<file path="config.mk">
export PLATFORM = sky130hd
export DESIGN_NAME = bird_motion
export DESIGN_NICKNAME = d
export VERILOG_FILES = /design/src/rtl/bird_motion.sv
export SDC_FILE = /design/constraint.sdc
export NUM_CORES = 1
export LEC_CHECK = 0
export ABC_AREA = 0
export CAP_MARGIN = 30
export CELL_PAD_IN_SITES_DETAIL_PLACEMENT = 0
export CELL_PAD_IN_SITES_GLOBAL_PLACEMENT = 2
export CORE_ASPECT_RATIO = 0.9
export CORE_MARGIN = 1
export CORE_UTILIZATION = 35
export DETAILED_ROUTE_END_ITERATION = 8
export PLACE_DENSITY = 0.87
export SYNTH_ARGS = -nofsm -noshare
export SYNTH_HDL_FRONTEND = slang
export SYNTH_SLANG_ARGS = --single-unit
</file>
<file path="constraint.sdc">
create_clock -name clk10 -period 9.55 [get_ports clk10]
set_clock_uncertainty 0.15 [all_clocks]
set_input_delay 1.91 -clock clk10 [delete_from_list [all_inputs] [get_ports clk10]]
set_output_delay 1.91 -clock clk10 [all_outputs]
set_load 0.005 [all_outputs]
</file>
<file path="src/rtl/bird_motion.sv">
// Purpose: vertical-motion controller for the player bird: signed velocity, gravity,
//          edge-triggered flap impulse, terminal velocity, ceiling/floor clamping, READY/FLY/DEAD FSM.
// Latency: every output is a register; an input change shows up after the first clk10 edge that samples it.
// Backpressure: none; one update per game tick, consumers sample bird_y_pos/state whenever they like.
//
// Ports:
//   clk10      game tick clock, all state changes on its rising edge
//   clr        asynchronous active-high reset
//   game_end   level, pipe collision / game over from the game FSM (kills the bird in FLY)
//   flap       level from debounced button, rising edge = one upward impulse
//   start      level, rising edge launches from READY or re-arms from DEAD
//   bird_y_pos registered top-left y of the bird sprite
//   bird_vel   registered signed velocity (positive = downward)
//   state      READY=0, FLY=1, DEAD=2 (3 behaves as READY)
//   hit_ground one-tick pulse on the tick the floor is reached
module bird_motion #(
  parameter int Y_W      = 10,
  parameter int V_W      = 6,
  parameter int Y_INIT   = 240,
  parameter int Y_MIN    = 15,
  parameter int Y_MAX    = 465,
  parameter int GRAVITY  = 1,
  parameter int FLAP_VEL = 8,
  parameter int V_MAX    = 12
) (
  input  logic                  clk10,
  input  logic                  clr,
  input  logic                  game_end,
  input  logic                  flap,
  input  logic                  start,
  output logic [Y_W-1:0]        bird_y_pos,
  output logic signed [V_W-1:0] bird_vel,
  output logic [1:0]            state,
  output logic                  hit_ground
);

  // FSM encoding is visible on the state port, so it stays fixed.
  localparam logic [1:0] ST_READY = 2'd0;
  localparam logic [1:0] ST_FLY   = 2'd1;
  localparam logic [1:0] ST_DEAD  = 2'd2;

  // Position arithmetic runs two bits wider than y: one bit for the sign
  // (a climb above row 0 must not wrap) and one for overshoot past 2^Y_W.
  localparam int P_W = Y_W + 2;

  localparam logic [Y_W-1:0]        Y_INIT_C   = Y_W'(Y_INIT);
  localparam logic [Y_W-1:0]        Y_MIN_C    = Y_W'(Y_MIN);
  localparam logic [Y_W-1:0]        Y_MAX_C    = Y_W'(Y_MAX);
  localparam logic signed [P_W-1:0] Y_MIN_X    = P_W'(Y_MIN);
  localparam logic signed [P_W-1:0] Y_MAX_X    = P_W'(Y_MAX);
  localparam logic signed [V_W-1:0] VEL_FLAP   = V_W'(-FLAP_VEL);
  localparam logic signed [V_W-1:0] VEL_MAX_C  = V_W'(V_MAX);
  localparam logic signed [V_W:0]   VEL_MAX_X  = (V_W+1)'(V_MAX);
  localparam logic signed [V_W:0]   GRAVITY_X  = (V_W+1)'(GRAVITY);
  localparam logic signed [V_W-1:0] VEL_ZERO   = '0;

  // ---------------------------------------------------------------------------
  // State registers
  // ---------------------------------------------------------------------------
  logic [1:0]            state_q, state_d;
  logic [Y_W-1:0]        y_q, y_d;
  logic signed [V_W-1:0] vel_q, vel_d;
  logic                  hit_q, hit_d;
  // Previous-tick samples of the buttons, used for rising-edge detection.
  logic                  flap_prev_q;
  logic                  start_prev_q;

  logic flap_e;
  logic start_e;

  assign flap_e  = flap  & ~flap_prev_q;
  assign start_e = start & ~start_prev_q;

  // ---------------------------------------------------------------------------
  // One flight step. Shared by the READY launch (base = spawn point, flap
  // forced) and by normal FLY ticks, so a launch goes through the same
  // ceiling/floor clamps as any other tick.
  // ---------------------------------------------------------------------------
  logic                  launch;
  logic                  mot_flap;
  logic [Y_W-1:0]        mot_y_base;
  logic signed [V_W-1:0] mot_v_base;
  logic signed [V_W:0]   vel_grav;
  logic signed [V_W-1:0] vel_n;
  logic signed [P_W-1:0] y_base_x;
  logic signed [P_W-1:0] vel_n_x;
  logic signed [P_W-1:0] y_n;
  logic                  at_floor;
  logic                  at_ceil;

  assign launch     = (state_q != ST_FLY) && (state_q != ST_DEAD) && (flap_e || start_e);
  assign mot_flap   = launch ? 1'b1 : flap_e;
  assign mot_y_base = launch ? Y_INIT_C : y_q;
  assign mot_v_base = launch ? VEL_ZERO : vel_q;

  // Gravity is added one bit wider so the terminal-velocity compare sees the
  // true sum even when vel + GRAVITY would overflow V_W.
  assign vel_grav = {mot_v_base[V_W-1], mot_v_base} + GRAVITY_X;

  always_comb begin
    vel_n = vel_grav[V_W-1:0];
    if (mot_flap) begin
      vel_n = VEL_FLAP;
    end else if (vel_grav > VEL_MAX_X) begin
      vel_n = VEL_MAX_C;
    end
  end

  assign y_base_x = $signed({2'b00, mot_y_base});
  assign vel_n_x  = {{(P_W-V_W){vel_n[V_W-1]}}, vel_n};
  assign y_n      = y_base_x + vel_n_x;

  // Floor is tested first so it wins if both ever hold at once.
  assign at_floor = (y_n >= Y_MAX_X);
  assign at_ceil  = (y_n <= Y_MIN_X);

  // ---------------------------------------------------------------------------
  // Next-state logic
  // ---------------------------------------------------------------------------
  always_comb begin
    state_d = state_q;
    y_d     = y_q;
    vel_d   = vel_q;
    hit_d   = 1'b0;

    case (state_q)
      ST_FLY: begin
        if (game_end) begin
          // Killed by the game FSM: freeze where we are, no ground impact.
          state_d = ST_DEAD;
        end else if (at_floor) begin
          state_d = ST_DEAD;
          y_d     = Y_MAX_C;
          vel_d   = VEL_ZERO;
          hit_d   = 1'b1;
        end else if (at_ceil) begin
          y_d     = Y_MIN_C;
          vel_d   = VEL_ZERO;
        end else begin
          y_d     = y_n[Y_W-1:0];
          vel_d   = vel_n;
        end
      end

      ST_DEAD: begin
        // Outputs hold; only a start edge re-arms.
        if (start_e) begin
          state_d = ST_READY;
          y_d     = Y_INIT_C;
          vel_d   = VEL_ZERO;
        end
      end

      default: begin
        // READY (and the unused code 3): parked at the spawn point,
        // game_end is ignored here.
        state_d = ST_READY;
        y_d     = Y_INIT_C;
        vel_d   = VEL_ZERO;
        if (launch) begin
          if (at_floor) begin
            state_d = ST_DEAD;
            y_d     = Y_MAX_C;
            vel_d   = VEL_ZERO;
            hit_d   = 1'b1;
          end else if (at_ceil) begin
            state_d = ST_FLY;
            y_d     = Y_MIN_C;
            vel_d   = VEL_ZERO;
          end else begin
            state_d = ST_FLY;
            y_d     = y_n[Y_W-1:0];
            vel_d   = vel_n;
          end
        end
      end
    endcase
  end

  // ---------------------------------------------------------------------------
  // Registers. The edge-detect history is cleared by clr, so a button held
  // across reset release counts as a fresh edge on the first tick.
  // ---------------------------------------------------------------------------
  always_ff @(posedge clk10 or posedge clr) begin
    if (clr) begin
      state_q      <= ST_READY;
      y_q          <= Y_INIT_C;
      vel_q        <= VEL_ZERO;
      hit_q        <= 1'b0;
      flap_prev_q  <= 1'b0;
      start_prev_q <= 1'b0;
    end else begin
      state_q      <= state_d;
      y_q          <= y_d;
      vel_q        <= vel_d;
      hit_q        <= hit_d;
      flap_prev_q  <= flap;
      start_prev_q <= start;
    end
  end

  assign bird_y_pos = y_q;
  assign bird_vel   = vel_q;
  assign state      = state_q;
  assign hit_ground = hit_q;

endmodule

</file>
== Word level (Yosys, flattened, before mapping) ==
Index checks and enable logic that the tools add are counted.
W data, S select, Z words.
Storage, ports and cells
  output and inout port bits: 19
  register bits after elaboration: 21
  logic and storage cells: 54
Operators by class
  bitwise logic cells: 4
  reductions and logical operators: 5
  muxes and demuxes: 27
  order comparisons: 3
  add/subtract/negate cells: 2
  equal/unequal tests: 7
Operator list (number)
  $mux W10: 6
  $mux W6: 8
  $pmux W10 S2: 1
  $add A11 B6 Y12: 1
  $ge A12 B10 Y1 const B: 1
  $le A12 B5 Y1 const B: 1
  $pmux W6 S2: 1
  $mux W2: 5
  $add A6 B2 Y7 const B: 1
  $gt A7 B5 Y1 const B: 1
  $ne A2 B2 Y1 const B: 3
  $mux W1: 4
  $pmux W2 S2: 1
  $reduce_and A2 Y1: 2
  $ne A3 B3 Y1 const B: 1
  $and A1 B1 Y1: 2
  $eq A2 B1 Y1 const B: 1
  $eq A2 B2 Y1 const B: 1
  $logic_and A1 B1 Y1: 2
  $ne A2 B1 Y1 const B: 1
  $not A1 Y1: 2
  $pmux W1 S2: 1
  $logic_or A1 B1 Y1: 1

== Longest topological paths before layout ==
  depth in word-level cells: 15
  gate-level depth with buffers: 22
  mapped depth without buffers: 20

== Worst setup path before layout ==
Ideal clock, no wire load.
  kind: input port to flip-flop
  start point: in flap
  end point: reg vel_q[4], in the netlist bird_vel[4]
  setup slack: 2646 ps
  stages on the path: 21
  data arrival time: 6633 ps
  buffers on the path: 2
  path through: nor2b_1 > o21ai_0 > clkbuf_1 > and2_1 > ha_1 > and3b_1 > a21o_1 > a221o_1 > a21oi_1 > a311oi_1 > nor2b_1 > ha_1 > fa_1 > a21o_1 > a22oi_2 > o32ai_1 > or3_4 > or3_4 > and3_4 > buf_6 > a32o_2
Between the ends
  word-level cells in the longest chain between the ends: 14
  elaborated cells on any way between the ends: 18
  those cells by class: add/sub: 2; order compare: 3; mux: 10; bitwise: 1; reduce/logical: 2
RTL lines
  start: declaration: line 29  | input logic flap,
  $and A1 B1 Y1 (*): line 71  | assign flap_e = flap & ~flap_prev_q;
  $logic_or A1 B1 Y1: line 91  | assign launch = (state_q != ST_FLY) && (state_q != ST_DEAD) && (flap_e || start_e);
  $logic_and A1 B1 Y1: line 91
  $mux W6: line 94  | assign mot_v_base = launch ? VEL_ZERO : vel_q;
  $add A6 B2 Y7: line 98  | assign vel_grav = {mot_v_base[V_W-1], mot_v_base} + GRAVITY_X;
  $gt A7 B5 Y1: line 104  | end else if (vel_grav > VEL_MAX_X) begin
  $mux W6: line 104
  $mux W6: line 102  | if (mot_flap) begin
  $add A11 B6 Y12: line 111  | assign y_n = y_base_x + vel_n_x;
  $le A12 B5 Y1: line 115  | assign at_ceil = (y_n <= Y_MIN_X);
  $mux W6: line 136, 166
  $mux W6: line 131  | end else if (at_floor) begin
  $mux W6, on equally long branches: line 160, 128
  $pmux W6 S2 (*): line 126  | case (state_q)
  end signal: assignment: line 195  | vel_q <= vel_d;
  end: declaration: line 62  | logic signed [V_W-1:0] vel_q, vel_d;
Mark *: on every way between the ends. The rest lies on a longest branch, timed or not. The select of a mux whose other input is x is not followed.
A chain may end at the register's enable or synchronous reset.

== Worst setup path in the final report ==
  start point: in start
  end point: reg y_q[1], in the netlist bird_y_pos[1]
Between the ends
  word-level cells in the longest chain between the ends: 14
  elaborated cells on any way between the ends: 20
  those cells by class: add/sub: 2; order compare: 3; eq/ne: 1; mux: 10; bitwise: 1; reduce/logical: 3
RTL lines
  start: declaration: line 30  | input logic start,
  $and A1 B1 Y1 (*): line 72  | assign start_e = start & ~start_prev_q;
  $logic_or A1 B1 Y1: line 91
  $logic_and A1 B1 Y1: line 91
  $mux W6: line 94
  $add A6 B2 Y7: line 98
  $gt A7 B5 Y1: line 104
  $mux W6: line 104
  $mux W6: line 102
  $add A11 B6 Y12: line 111
  $le A12 B5 Y1: line 115
  $mux W10: line 136, 166
  $mux W10: line 161  | if (at_floor) begin
  $mux W10, on equally long branches: line 160, 128
  $pmux W10 S2: line 126
  end signal: assignment: line 194  | y_q <= y_d;
  end: declaration: line 61  | logic [Y_W-1:0] y_q, y_d;
Marked as above.

==> impl_metrics.prom <==
# TYPE chip_impl_metric gauge
chip_impl_metric{name="grt_pass1_wl",unit="um"} 8440
chip_impl_metric{name="synth-edff-count",unit=""} 0
chip_impl_info{name="grt_setup_unrepaired",value="no"} 1
chip_impl_metric{name="swShare",unit="%"} 49.1
chip_impl_metric{name="timing.critical_path.fanout_max",unit=""} 15
chip_impl_metric{name="reg2reg_setup_slack",unit="ns"} 3.84
chip_impl_info{name="hold_start",value="bird_y_pos[5]"} 1
chip_impl_metric{name="clk-insertion-delay-late",unit="ns"} 0.26
chip_impl_metric{name="postSynthAreaPerCell",unit="um^2"} 8.72
chip_impl_metric{name="die_w",unit="um"} 82.8
chip_impl_metric{name="synth_async_sr_flop_share",unit="%"} 100
chip_impl_metric{name="vias",unit=""} 1907
chip_impl_metric{name="seq_power_share",unit="%"} 17.3
chip_impl_info{name="timing.critical_path.to_type",value="register"} 1
chip_impl_metric{name="dieHeight",unit="um"} 74.7
chip_impl_metric{name="finalNetCount",unit=""} 275
chip_impl_metric{name="ioPinCount",unit=""} 24
chip_impl_metric{name="drv_cap",unit=""} 0
chip_impl_metric{name="layout-drive-gt1-share",unit="%"} 10.6
chip_impl_metric{name="grt_max_degree",unit=""} 22
chip_impl_metric{name="design.die.area",unit="um^2"} 6190
chip_impl_info{name="critical_path_slowest_stage_cell",value="sky130_fd_sc_hd__xor2_1"} 1
chip_impl_metric{name="antenna_violating_nets_post_route",unit=""} 0
chip_impl_metric{name="post_cts.resized_instances",unit=""} 0
chip_impl_metric{name="relSlewSlack",unit="%"} 48.5
chip_impl_metric{name="instances_no_fill",unit=""} 324
chip_impl_metric{name="first_global_vias",unit=""} 1700
chip_impl_info{name="synthFlopType",value="sky130_fd_sc_hd__dfrtp_1"} 1
chip_impl_info{name="result_of_the_run",value="completed"} 1
chip_impl_metric{name="grt_overflow_total",unit=""} 0
chip_impl_info{name="crit_path_cell_trace",value="clkdlybuf4s50_1 > nor2b_1 > o21ai_0 > buf_4 > and2_1 > ha_1 > and3b_1 > a21o_1 > a221o_1 > o31ai_1 > a311oi_1 > o21ai_0 > ha_1 > a21o_1 > o2bb2ai_1 > a2111oi_2 > xor2_1 > inv_1 > o21ai_2 > a32o_1"} 1
chip_impl_metric{name="grt_antenna_before_repair",unit=""} 0
chip_impl_info{name="cp_top_family",value="compound AO/OA/AOI/OAI gates"} 1
chip_impl_metric{name="clock_pin_slew_on_the_worst_setup_and_hold_paths",unit="ns"} 0.07
chip_impl_metric{name="clkSinkCount",unit=""} 21
chip_impl_metric{name="fraction_of_the_yosys_area_taken_by_sequential_cells",unit="%"} 25.8
chip_impl_metric{name="power.internal",unit="mW"} 0.427
chip_impl_metric{name="number_of_setup_violations_in_the_final_report",unit=""} 0
chip_impl_metric{name="gp_routability_congestion",unit=""} 0.813
chip_impl_metric{name="netlist_area",unit="um^2"} 2060
chip_impl_metric{name="hold_path_depth",unit=""} 2
chip_impl_metric{name="p_switching",unit="mW"} 0.411
chip_impl_metric{name="area_growth_syn_to_layout",unit="%"} 14.7
chip_impl_metric{name="tritoncts.num_buffers",unit=""} 3
chip_impl_metric{name="h-tree-depth",unit=""} 1
chip_impl_metric{name="dp.final_hpwl",unit="um"} 4080
chip_impl_info{name="regToRegEndpoint",value="bird_y_pos[1]"} 1
chip_impl_metric{name="route.detailed.vias_per_inst",unit=""} 5.89
chip_impl_metric{name="tightest_slew",unit="ns"} 0.772
chip_impl_metric{name="crit_path_max_incr_delay",unit="ns"} 0.61
chip_impl_metric{name="ff2ff_path_depth",unit=""} 20
chip_impl_metric{name="placement.io_buffers",unit=""} 23
chip_impl_metric{name="worstPathBufferInverterCount",unit=""} 3
chip_impl_info{name="timing.rr.start",value="state[0]"} 1
chip_impl_metric{name="final-max-slew-violation-count",unit=""} 0
chip_impl_metric{name="fmaxAchievable",unit="MHz"} 139
chip_impl_metric{name="worst-endpoint-arrival",unit="ns"} 7.25
chip_impl_metric{name="postLayoutCoreUtil",unit="%"} 41.7
chip_impl_metric{name="share_comb_of_total_power",unit="%"} 76.0
chip_impl_metric{name="largest_voltage_drop_on_the_vdd_net",unit="V"} 0.000163
chip_impl_info{name="startpoint_type",value="primary input"} 1
chip_impl_info{name="tritoncts",value="yes"} 1
chip_impl_info{name="worst_min_delay_path_category",value="register to register"} 1
chip_impl_metric{name="post_synth_num_cell_types",unit=""} 60
chip_impl_metric{name="synth.net_count",unit=""} 256
chip_impl_metric{name="power_density_over_the_cells",unit="nW/um^2"} 355
chip_impl_metric{name="finalSetupTns",unit="ns"} 0
chip_impl_metric{name="cts_setup_buffers",unit=""} 0
chip_impl_metric{name="clock_path_buffers",unit=""} 2
chip_impl_metric{name="finalWorstPathRequiredPeriod",unit="ns"} 7.21
chip_impl_metric{name="final_hold_viol_count",unit=""} 0
chip_impl_metric{name="cts_hold_buf",unit=""} 0
chip_impl_metric{name="drt-total-wl",unit="um"} 5210
chip_impl_metric{name="synthesis.yosys.warnings",unit=""} 0
chip_impl_metric{name="drt_iter0_markers",unit=""} 106
chip_impl_metric{name="ys_seq_elements",unit=""} 21
chip_impl_metric{name="clock_power_share",unit="%"} 6.8
chip_impl_metric{name="critical_path_rt",unit="ns"} 9.59
chip_impl_metric{name="dp_cell_count",unit=""} 320
chip_impl_info{name="crit_type",value="primary input to register"} 1
chip_impl_metric{name="drt_pre_antenna_iters",unit=""} 4
chip_impl_metric{name="grtUsageTotal",unit="%"} 16.9
chip_impl_metric{name="drcViolationCount",unit=""} 0
chip_impl_metric{name="initial_core_util",unit="%"} 36.3
chip_impl_info{name="clockRootBuffer",value="sky130_fd_sc_hd__clkbuf_8"} 1
chip_impl_metric{name="power_leakage",unit="nW"} 1.02
chip_impl_metric{name="synthCells",unit=""} 236
chip_impl_metric{name="placeableCoreArea",unit="um^2"} 5660
chip_impl_metric{name="layout_worst_path_cycle_share",unit="%"} 75.5
chip_impl_metric{name="placement_rows",unit=""} 26
chip_impl_info{name="holdPathEnd",value="bird_y_pos[5]"} 1
chip_impl_metric{name="num_antenna_cells",unit=""} 0
chip_impl_metric{name="detail_route.wl_per_cell",unit="um"} 16.1
metrics by stage:
step	power (mW)	hold slack, ns	cell area, um^2	worst slack [ns]
finish	0.838	0.350	2360	2.34
global route	0.914	0.404	2360	1.97
CTS	0.832	0.356	2360	2.45
detailed placement	0.771	0.343	2310	2.20
global placement	0.780	0.333	2310	2.20
floorplan	0.619	0.321	2060	2.65
cells by family after synthesis:
family / after synthesis / synth area share [%]
mux: 1 / 0.487
simple gates: 79 / 22.0
fa+ha+maj: 15 / 9.49
xor+xnor: 8 / 3.41
flops: 21 / 25.8
compound gates: 92 / 33.8
buf+inv: 20 / 5.11
metal layers:
metal,track usage [%],share of wire [%]
met4,1.72,0
met2,26.5,42
met1,25.5,55
met5,0,0
met3,2.63,2.6
synthesized netlist by cell type (all sizes together) (6+ instances only):
| cell type | count | area (um^2) |
|---|---|---|
| dfrtp | 17 | 425 |
| ha | 14 | 175 |
| a21o | 11 | 83.8 |
| nor2 | 13 | 48.8 |
| a31oi | 6 | 37.5 |
| nor3 | 8 | 40.0 |
| or3 | 6 | 50.0 |
| nand2 | 8 | 30.0 |
| a21oi | 11 | 55.1 |
| nor2b | 7 | 43.8 |
| nand3 | 8 | 40.0 |
| and2 | 11 | 70.1 |
| buf | 6 | 42.5 |
| o21ai | 15 | 78.8 |
| nand2b | 6 | 37.5 |
| a32o | 10 | 103 |
| inv | 10 | 37.5 |
state kept, by name (all words and copies together), names as in the netlist:
register,cells
state,2
bird_y_pos,10
hit_ground,1
flap_prev_q,1
start_prev_q,1
bird_vel,6
cell type report:
type	count	area [um^2]
inverters	10	37.5
flip-flops and latches	21	531
multi-input cells	195	1420
repair buffers	24	238
well taps	70	87.6
clock buffers	4	45.0
fillers	581	3300
power groups by stage:
stage,registers [mW],clock network [mW],logic [mW]
after floorplan,0.142,0,0.477
after global placement,0.147,0,0.634
after detailed placement,0.146,0,0.625
after CTS,0.145,0.0588,0.629
after global routing,0.149,0.0623,0.703
final,0.145,0.0567,0.636
cell usage in the layout, fill, tap and decap left out, drive strengths merged, types with 3 or more instances in the layout:
master          n
clkdlybuf4s50  23
dfrtp          17
o21ai          15
ha             14
nor2           13
a21oi          11
a21o           11
and2           11
inv            10
a32o           10
nand3           8
nor3            8
nand2           8
nor2b           7
nand2b          6
a31oi           6
or3             6
xnor2           5
o21a            5
a211oi          5
a22oi           5
and3            5
dfstp           4
clkbuf          4
o211ai          3
xor2            3
how the worst max path moves through the flow:
stage                      from       endpoint  slack (ns)  cells past startpoint
final                     start  bird_y_pos[1]        2.34                     20
after global routing      start  bird_y_pos[1]        1.97                     20
after CTS                 start  bird_y_pos[1]        2.45                     20
after detailed placement  start  bird_y_pos[1]        2.20                     20
after global placement     flap  bird_y_pos[2]        2.20                     20
after floorplan            flap    bird_vel[4]        2.65                     21
tightest hold or removal path, stage by stage (launching register included):
cell and delay (ns):
sky130_fd_sc_hd__dfstp_2 0.38, sky130_fd_sc_hd__nand2_1 0.05, sky130_fd_sc_hd__o21ai_0 0.07
(Power assumes the default switching activity.)
